**src/rtl/imem_loader.sv**
```systemverilog
// ---------------------------------------------------------------------------
// imem_loader
//
// Fills the Y86 instruction memory from a framed byte stream before the SEQ
// core is released. Frame layout:
//   SYNC, ADDR_LO, ADDR_HI, LEN_LO, LEN_HI, LEN payload bytes, CSUM
// where addr = {ADDR_HI[1:0],ADDR_LO}, len = {LEN_HI[2:0],LEN_LO},
// LEN_HI[7] marks the last frame, and CSUM is the XOR of ADDR_LO through the
// last payload byte. A good last frame parks the loader in RUN (cpu_run=1);
// any header or checksum fault parks it in ERR (load_err=1). Both are
// terminal until reset.
//
// Ports:
//   clk, rst_n          clock, asynchronous active-low reset
//   in_valid, in_data   byte stream source
//   in_ready            registered accept flag (transfer = in_valid & in_ready)
//   wr_en/addr/data     one-cycle-per-byte instruction memory write port
//   cpu_run             load complete, core may fetch from PC=0
//   load_err            sticky frame error
//   frame_cnt           good-frame count, wraps 255 -> 0
// ---------------------------------------------------------------------------
module imem_loader #(
    parameter int          MEM_BYTES = 1024,
    parameter int          AW        = 10,
    parameter logic [7:0]  SYNC      = 8'hA5
) (
    input  logic          clk,
    input  logic          rst_n,
    input  logic          in_valid,
    input  logic [7:0]    in_data,
    output logic          in_ready,
    output logic          wr_en,
    output logic [AW-1:0] wr_addr,
    output logic [7:0]    wr_data,
    output logic          cpu_run,
    output logic          load_err,
    output logic [7:0]    frame_cnt
);

    localparam logic [2:0] S_IDLE = 3'd0;
    localparam logic [2:0] S_HDR  = 3'd1;
    localparam logic [2:0] S_DATA = 3'd2;
    localparam logic [2:0] S_CSUM = 3'd3;
    localparam logic [2:0] S_RUN  = 3'd4;
    localparam logic [2:0] S_ERR  = 3'd5;

    // Header arithmetic is 12 bits wide so addr+len can exceed the memory
    // size without wrapping back into range.
    localparam logic [11:0] MEM_END = 12'(MEM_BYTES);

    logic [2:0]    state;
    logic [2:0]    state_next;
    logic [1:0]    hdr_idx;
    logic [7:0]    addr_lo;
    logic [7:0]    addr_hi;
    logic [7:0]    len_lo;
    logic [7:0]    csum;
    logic          last;
    logic [AW-1:0] ptr;
    logic [10:0]   remaining;

    logic          accept;
    logic [10:0]   hdr_len;
    logic [11:0]   hdr_end;
    logic          hdr_bad;

    assign accept = in_valid & in_ready;

    // Header validation is evaluated while LEN_HI is on the bus, so the
    // length's upper bits come straight from in_data.
    assign hdr_len = {in_data[2:0], len_lo};
    assign hdr_end = {2'b00, addr_hi[1:0], addr_lo} + {1'b0, hdr_len};
    assign hdr_bad = (addr_hi[7:2] != 6'd0)
                   || (hdr_len == 11'd0)
                   || ({1'b0, hdr_len} > MEM_END)
                   || (hdr_end > MEM_END);

    // NOTE: every output of a combinational block gets a default before any
    // branch; a path that leaves it unassigned would infer a latch.
    always_comb begin
        state_next = state;
        if (accept) begin
            case (state)
                S_IDLE: if (in_data == SYNC) state_next = S_HDR;
                S_HDR:  if (hdr_idx == 2'd3) state_next = hdr_bad ? S_ERR : S_DATA;
                S_DATA: if (remaining == 11'd1) state_next = S_CSUM;
                S_CSUM: begin
                    if (in_data == csum) state_next = last ? S_RUN : S_IDLE;
                    else                 state_next = S_ERR;
                end
                default: state_next = state;
            endcase
        end
    end

    // NOTE: sequential state uses non-blocking assignments so every register
    // samples pre-edge values regardless of statement order.
    always_ff @(posedge clk or negedge rst_n) begin
        if (!rst_n) begin
            state     <= S_IDLE;
            in_ready  <= 1'b0;
            hdr_idx   <= 2'd0;
            addr_lo   <= 8'd0;
            addr_hi   <= 8'd0;
            len_lo    <= 8'd0;
            csum      <= 8'd0;
            last      <= 1'b0;
            ptr       <= '0;
            remaining <= 11'd0;
            wr_en     <= 1'b0;
            wr_addr   <= '0;
            wr_data   <= 8'd0;
            frame_cnt <= 8'd0;
        end else begin
            state <= state_next;
            // Registered from the next state: no path from in_valid to in_ready.
            in_ready <= (state_next < S_RUN);
            wr_en    <= 1'b0;

            if (accept) begin
                case (state)
                    S_IDLE: begin
                        hdr_idx <= 2'd0;
                        csum    <= 8'd0;
                    end
                    S_HDR: begin
                        csum    <= csum ^ in_data;
                        hdr_idx <= hdr_idx + 2'd1;
                        case (hdr_idx)
                            2'd0: addr_lo <= in_data;
                            2'd1: addr_hi <= in_data;
                            2'd2: len_lo  <= in_data;
                            default: begin
                                last      <= in_data[7];
                                ptr       <= AW'({addr_hi[1:0], addr_lo});
                                remaining <= hdr_len;
                            end
                        endcase
                    end
                    S_DATA: begin
                        wr_en     <= 1'b1;
                        wr_addr   <= ptr;
                        wr_data   <= in_data;
                        csum      <= csum ^ in_data;
                        ptr       <= ptr + 1'b1;
                        remaining <= remaining - 11'd1;
                    end
                    S_CSUM: begin
                        if (in_data == csum) frame_cnt <= frame_cnt + 8'd1;
                    end
                    default: ;
                endcase
            end
        end
    end

    assign cpu_run  = (state == S_RUN);
    assign load_err = (state == S_ERR);

endmodule

```
**config.mk**
```make
export PLATFORM = sky130hd
export DESIGN_NAME = imem_loader
export DESIGN_NICKNAME = d
export VERILOG_FILES = /design/src/rtl/imem_loader.sv
export SDC_FILE = /design/constraint.sdc
export NUM_CORES = 1
export LEC_CHECK = 0
export CORE_MARGIN = 3
export CORE_UTILIZATION = 45
export CTS_BUF_LIST = sky130_fd_sc_hd__clkbuf_16
export DETAILED_ROUTE_END_ITERATION = 10
export GPL_ROUTABILITY_DRIVEN = 0
export PLACE_DENSITY = 0.73
export SKIP_CTS_REPAIR_TIMING = 1
export SLEW_MARGIN = 20
export SYNTH_ARGS = -nofsm -noshare
export SYNTH_HDL_FRONTEND = slang
export SYNTH_SLANG_ARGS = --single-unit
```
**constraint.sdc**
```tcl
create_clock -name clk -period 2.45 [get_ports clk]
set_clock_uncertainty 0.05 [all_clocks]
set_input_delay 0.49 -clock clk [delete_from_list [all_inputs] [get_ports clk]]
set_output_delay 0.49 -clock clk [all_outputs]
set_load 0.02 [all_outputs]
```
Word-level counts from Yosys, hierarchy flattened
Cells that the tools add are included.
{"block": "word_totals", "ff_bits": 87, "in_bits": 11, "output_inout_bits": 30, "elab_cells": 74}
{"block": "classes", "n_addsub": 5, "magnitude_cmp": 3, "eq_ne": 12, "n_mux": 16, "bitwise": 3, "reduce_logical": 21}
{"operator": "case mux 11 bit (2 select lines)", "n": 1}
{"operator": "2-to-1 mux 3 bit", "n": 7}
{"operator": "case mux 10 bit (2 select lines)", "n": 1}
{"operator": "AND reduction 3 bit", "n": 6}
{"operator": "case mux 8 bit (2 select lines)", "n": 1}
{"operator": "adder 10 x 11 -> 12 bit", "n": 1}
{"operator": "> comparator 12 x 11 -> 1 bit (second input constant)", "n": 1}
{"operator": "case mux 3 bit (4 select lines)", "n": 1}
{"operator": "equality test 11 x 1 -> 1 bit (second input constant)", "n": 1}
{"operator": "> comparator 11 bit (second input constant)", "n": 1}
{"operator": "zero test 11 bit", "n": 1}
{"operator": "2-to-1 mux 11 bit", "n": 1}
{"operator": "subtractor 11 x 1 -> 11 bit (second input constant)", "n": 1}
{"operator": "adder 10 x 1 -> 10 bit (second input constant)", "n": 1}
{"operator": "2-to-1 mux 10 bit", "n": 1}
{"operator": "adder 8 x 1 -> 8 bit (second input constant)", "n": 1}
{"operator": "equality test 8 bit", "n": 1}
{"operator": "equality test 8 bit (second input constant)", "n": 1}
{"operator": "XOR 8 bit", "n": 1}
{"operator": "equality test 3 x 2 -> 1 bit (second input constant)", "n": 2}
{"operator": "equality test 3 bit (second input constant)", "n": 2}
{"operator": "AND reduction 2 bit", "n": 3}
{"operator": "nonzero test 2 bit", "n": 3}
{"operator": "nonzero test 6 bit", "n": 1}
{"operator": "15 further kinds", "n": 19}

Depth between registers and ports, before layout
{"block": "logic_depth", "depth_word": 9, "depth_mapped": 10, "depth_no_buf": 10}

Least setup slack after synthesis
Ideal clock, no wire load.
{"block": "synth_path", "kind": "reg-to-reg", "from": "register len_lo[0]", "to": "register state[1]", "setup_time_ps": 126, "t_arrival_ps": 2285, "required_time_ps": 2274, "setup_slack_ps": -11, "path_stages_with_launch": 11, "path_buffers": 0, "period_less_slack_ps": 2461, "path_cell_list": "dfrtp_1 -> ha_1 -> inv_1 -> fa_1 -> nor2b_1 -> o2111ai_1 -> a31oi_1 -> a311oi_1 -> xnor2_1 -> o41ai_4 -> a221o_1"}
{"block": "synth_between", "elab_chain_len": 8, "word_cells_on_any_way": 11, "classes_between": "add/sub (1); order compare (2); mux (4); reduce/logical (4)"}
{"item": "from (decl)", "line": "56", "rtl": "logic [7:0] len_lo;"}
{"item": "from (signal assigned)", "line": "132", "rtl": "2'd2: len_lo <= in_data;"}
{"item": "parallel branches: the longest is 3 deep, another holds adder 10 x 11 -> 12 bit"}
{"item": "logical OR 1 bit (*)", "line": "76", "rtl": "|| (hdr_end > MEM_END);"}
{"item": "2-to-1 mux 3 bit (*) (2 in series)", "line": "85", "rtl": "S_HDR: if (hdr_idx == 2'd3) state_next = hdr_bad ? S_ERR : S_DATA;"}
{"item": "case mux 3 bit (4 select lines) (*)", "line": "83", "rtl": "case (state)"}
{"item": "2-to-1 mux 3 bit (*)", "line": "82", "rtl": "if (accept) begin"}
{"item": "to (signal assigned)", "line": "115", "rtl": "state <= state_next;"}
{"item": "to (decl)", "line": "51", "rtl": "logic [2:0] state;"}
Mark *: on every way between the ends.
A chain may end at the register's enable or synchronous reset.

Worst setup path after layout
{"block": "layout_path", "from": "register addr_lo[1]", "to": "register state[1]"}
{"block": "layout_between", "elab_chain_len": 7}
{"item": "from (decl)", "line": "54", "rtl": "logic [7:0] addr_lo;"}
{"item": "from (signal assigned)", "line": "130", "rtl": "2'd0: addr_lo <= in_data;"}
{"item": "adder 10 x 11 -> 12 bit", "line": "72", "rtl": "assign hdr_end = {2'b00, addr_hi[1:0], addr_lo} + {1'b0, hdr_len};"}
{"item": "> comparator 12 x 11 -> 1 bit", "line": "76"}
{"item": "logical OR 1 bit", "line": "76"}
{"item": "2-to-1 mux 3 bit (2 in series)", "line": "85"}
{"item": "case mux 3 bit (4 select lines)", "line": "83"}
{"item": "2-to-1 mux 3 bit", "line": "82"}
No other way between the ends.

==> results_dict.tcl <==
set metrics [dict create \
    overflow 0 \
    grt_max_degree 45 \
    cts_buffers 9 \
    netlist_instances 458 \
    synth_cell_types 58 \
    syn_avg_cell_area_um2 10.1 \
    start_util 0.468 \
    max_freq_ghz 0.383 \
    numClockSinks 87 \
    synth_most_common_cell "dfrtp_1" \
    routed_wl_um 11700 \
    relSlewSlack 0.587 \
    drive_gt1_frac 0.235 \
    r2r_slack_ps -160 \
    comb_power_share 0.449 \
    rsz0062_at_grt "true" \
    synth.largest_area_cell "dfrtp_1" \
    cts_buffer_depth 2 \
    io_buffers 40 \
    worst_pin_slew_ps 619 \
    tritoncts "built" \
    synth_area_mm2 0.00464 \
    synthFlopType "dfrtp_1" \
    leakage_uw 0.00263 \
    crit_required_ps 2630 \
    powerDensity_mw_per_mm2 1180 \
    worstPathArrival_ps 2790 \
    insertion_delay_ps 340 \
    drc_errors 0 \
    syn_nets 489 \
    vias_per_cell 5.80 \
    power.switching_uw 2640 \
    synth-edff-count 0 \
    power.total_uw 6970 \
    hpwl_um 8520 \
    fin_crit_ps 2610 \
    synth_commonest_cells "dfrtp_1 (87), a21oi_1 (45), mux2_2 (44)" \
    synthTopCellsByArea "dfrtp_1 (47%), mux2_2 (11%), ha_1 (5.1%)" \
    grt_util_met2 0.351 \
    whs_ps 115 \
    vdd_drop_max_mv 0.640 \
    drt_pre_antenna_iters 7 \
    start_kind "flip-flop" \
    pwr-share-clk 0.202 \
    use_met1 0.265 \
    async_reset_ff_frac 1.00 \
    critical-path-max-stage-delay_ps 400 \
    htree_levels 3 \
    post-route-period-util 1.07 \
    critPathSlowestCell "dfrtp_1" \
    cpMostUsedCell "a221o_1" \
    grt_antenna_before_repair 0 \
    die_w_um 108 \
    post_drt_wl_per_cell_um 17.2 \
    swShare 0.379 \
    cp_max_fo 4 \
    finalSetupViolCount 5 \
    violations "setup timing" \
    intPower_uw 4330 \
    vias 3951 \
    use_met3 0.0450 \
    busiest_layer "met2" \
    num-fill-cells 816 \
    ios 41 \
    grt_pass1_wl_um 19000 \
    final_nets 574 \
    clkSlewWorstSetupHoldPaths_ps 70 \
    hold_viol 0 \
    antenna_left 0 \
    status "finished with violations" \
    die-area_mm2 0.0116 \
    die_y_um 108 \
    grt_usage 0.208 \
    path_class "reg2reg" \
    multi_input_area_mm2 0.00235 \
    critPathCaptureType "flip-flop" \
    setup_ws_ps -161 \
    pwr-share-seq 0.349 \
    grt_pass1_vias 3829 \
    diodes 0 \
    ys_ff_latch 87 \
    cp_cell_sequence "ha_1 -> a211oi_2 -> o21bai_1 -> a221o_1 -> buf_4 -> a211oi_1 -> o41ai_4 -> a221o_1" \
    rows 36 \
    regArea_mm2 0.00218 \
    clock-root-buffer "clkbuf_16" \
    slew_viol_final 0 \
    design.core.area_mm2 0.00991 \
    area_delta_synth_final_pct 27.3 \
    min_path_type "in2async" \
    drt_iter0_markers 263 \
    ys_warn_count 0 \
    synth_top_area_share 0.470 \
    maxCapViolCount 0 \
    dp_worst_setup_slack_ps -372 \
    synth_seq_area_share 0.470 \
]
## final timing paths
| path | start | end | cells past startpoint |
|---|---|---|---|
| setup / recovery | addr_lo[1] | state[1] | 8 |
| hold / removal | rst_n | remaining[0] | 1 |
| setup reg to reg | addr_lo[1] | state[1] | 8 |
| hold reg to reg | frame_cnt[7] | frame_cnt[7] | 1 |
| max in group asynchronous | rst_n | addr_lo[5] | 2 |
| min in group clk | frame_cnt[7] | frame_cnt[7] | 1 |
## worst max-delay path: cells and delay by family (launching register included)
family                     cells  cell delay, ps
AOI/OAI and AO/OA              6            1600
DFF                            1             400
adders and majority gates      1             310
buffers and inverters          1             160
## registers in the layout (all words and copies together) (netlist names), named ones only
register and count:
remaining 11, len_lo 8, wr_data 8, csum 8, wr_addr 10, in_ready 1
addr_lo 8, state 2, last 1, hdr_idx 2, wr_en 1, addr_hi 8
frame_cnt 8, ptr 10
## stage by stage
stage               area [µm²]  setup TNS, ps  instances  utilization
finish                    5900           -498        681        0.596
global route              5900          -1350        681        0.596
CTS                       5870          -1480        679        0.592
floorplan                 4640              0        458            -
detailed placement        5560          -2100        663        0.561
global placement          5560          -1130        663        0.561
## cell usage in the layout, fill, tap and decap left out, types with 7 or more instances in the layout
cell / n
ha_1: 18
clkdlybuf4s50_1: 38
and3_1: 7
nand3_1: 10
nor3_1: 14
buf_4: 53
xnor2_1: 20
nor2_1: 28
nand2_1: 40
clkbuf_16: 9
dfrtp_1: 87
o21ai_0: 33
inv_1: 12
mux2_2: 44
a21oi_1: 45
## metal layers
layer | vias to the layer above | part of all wire
met3 | 26 | 0.053
met1 | 1950 | 0.42
met2 | 151 | 0.51
li1 | 1824 | -
met4 | 0 | 0.024
met5 | - | 0
## cell families after synthesis
| family | after synthesis | synth area share |
|---|---|---|
| buffers and inverters | 34 | 0.0283 |
| flip-flops | 87 | 0.470 |
| AO/OA/AOI/OAI | 118 | 0.156 |
| multiplexers | 44 | 0.107 |
| adder cells (fa/ha/maj) | 22 | 0.0599 |
| XOR/XNOR | 23 | 0.0434 |
| AND/OR/NAND/NOR | 130 | 0.136 |
## final cells by class
type / count / share of cell area
Sequential cell: 87 / 0.369
Tap cell: 133 / 0.0282
Multi-Input combinational cell: 337 / 0.399
Clock buffer: 9 / 0.0382
Clock inverter: 7 / 0.0138
Inverter: 13 / 0.00827
Timing Repair Buffer: 95 / 0.144
## power groups by stage
stage / sequential, µW / clock (µW) / combinational (µW)
3_5_place_dp: 2440 / 0 / 3020
6_report: 2430 / 1410 / 3130
3_3_place_gp: 2410 / 0 / 2890
4_1_cts: 2420 / 1420 / 3040
2_1_floorplan: 2370 / 0 / 1890
5_1_grt: 2500 / 1490 / 3460
Power figures use the tool's default switching activity.
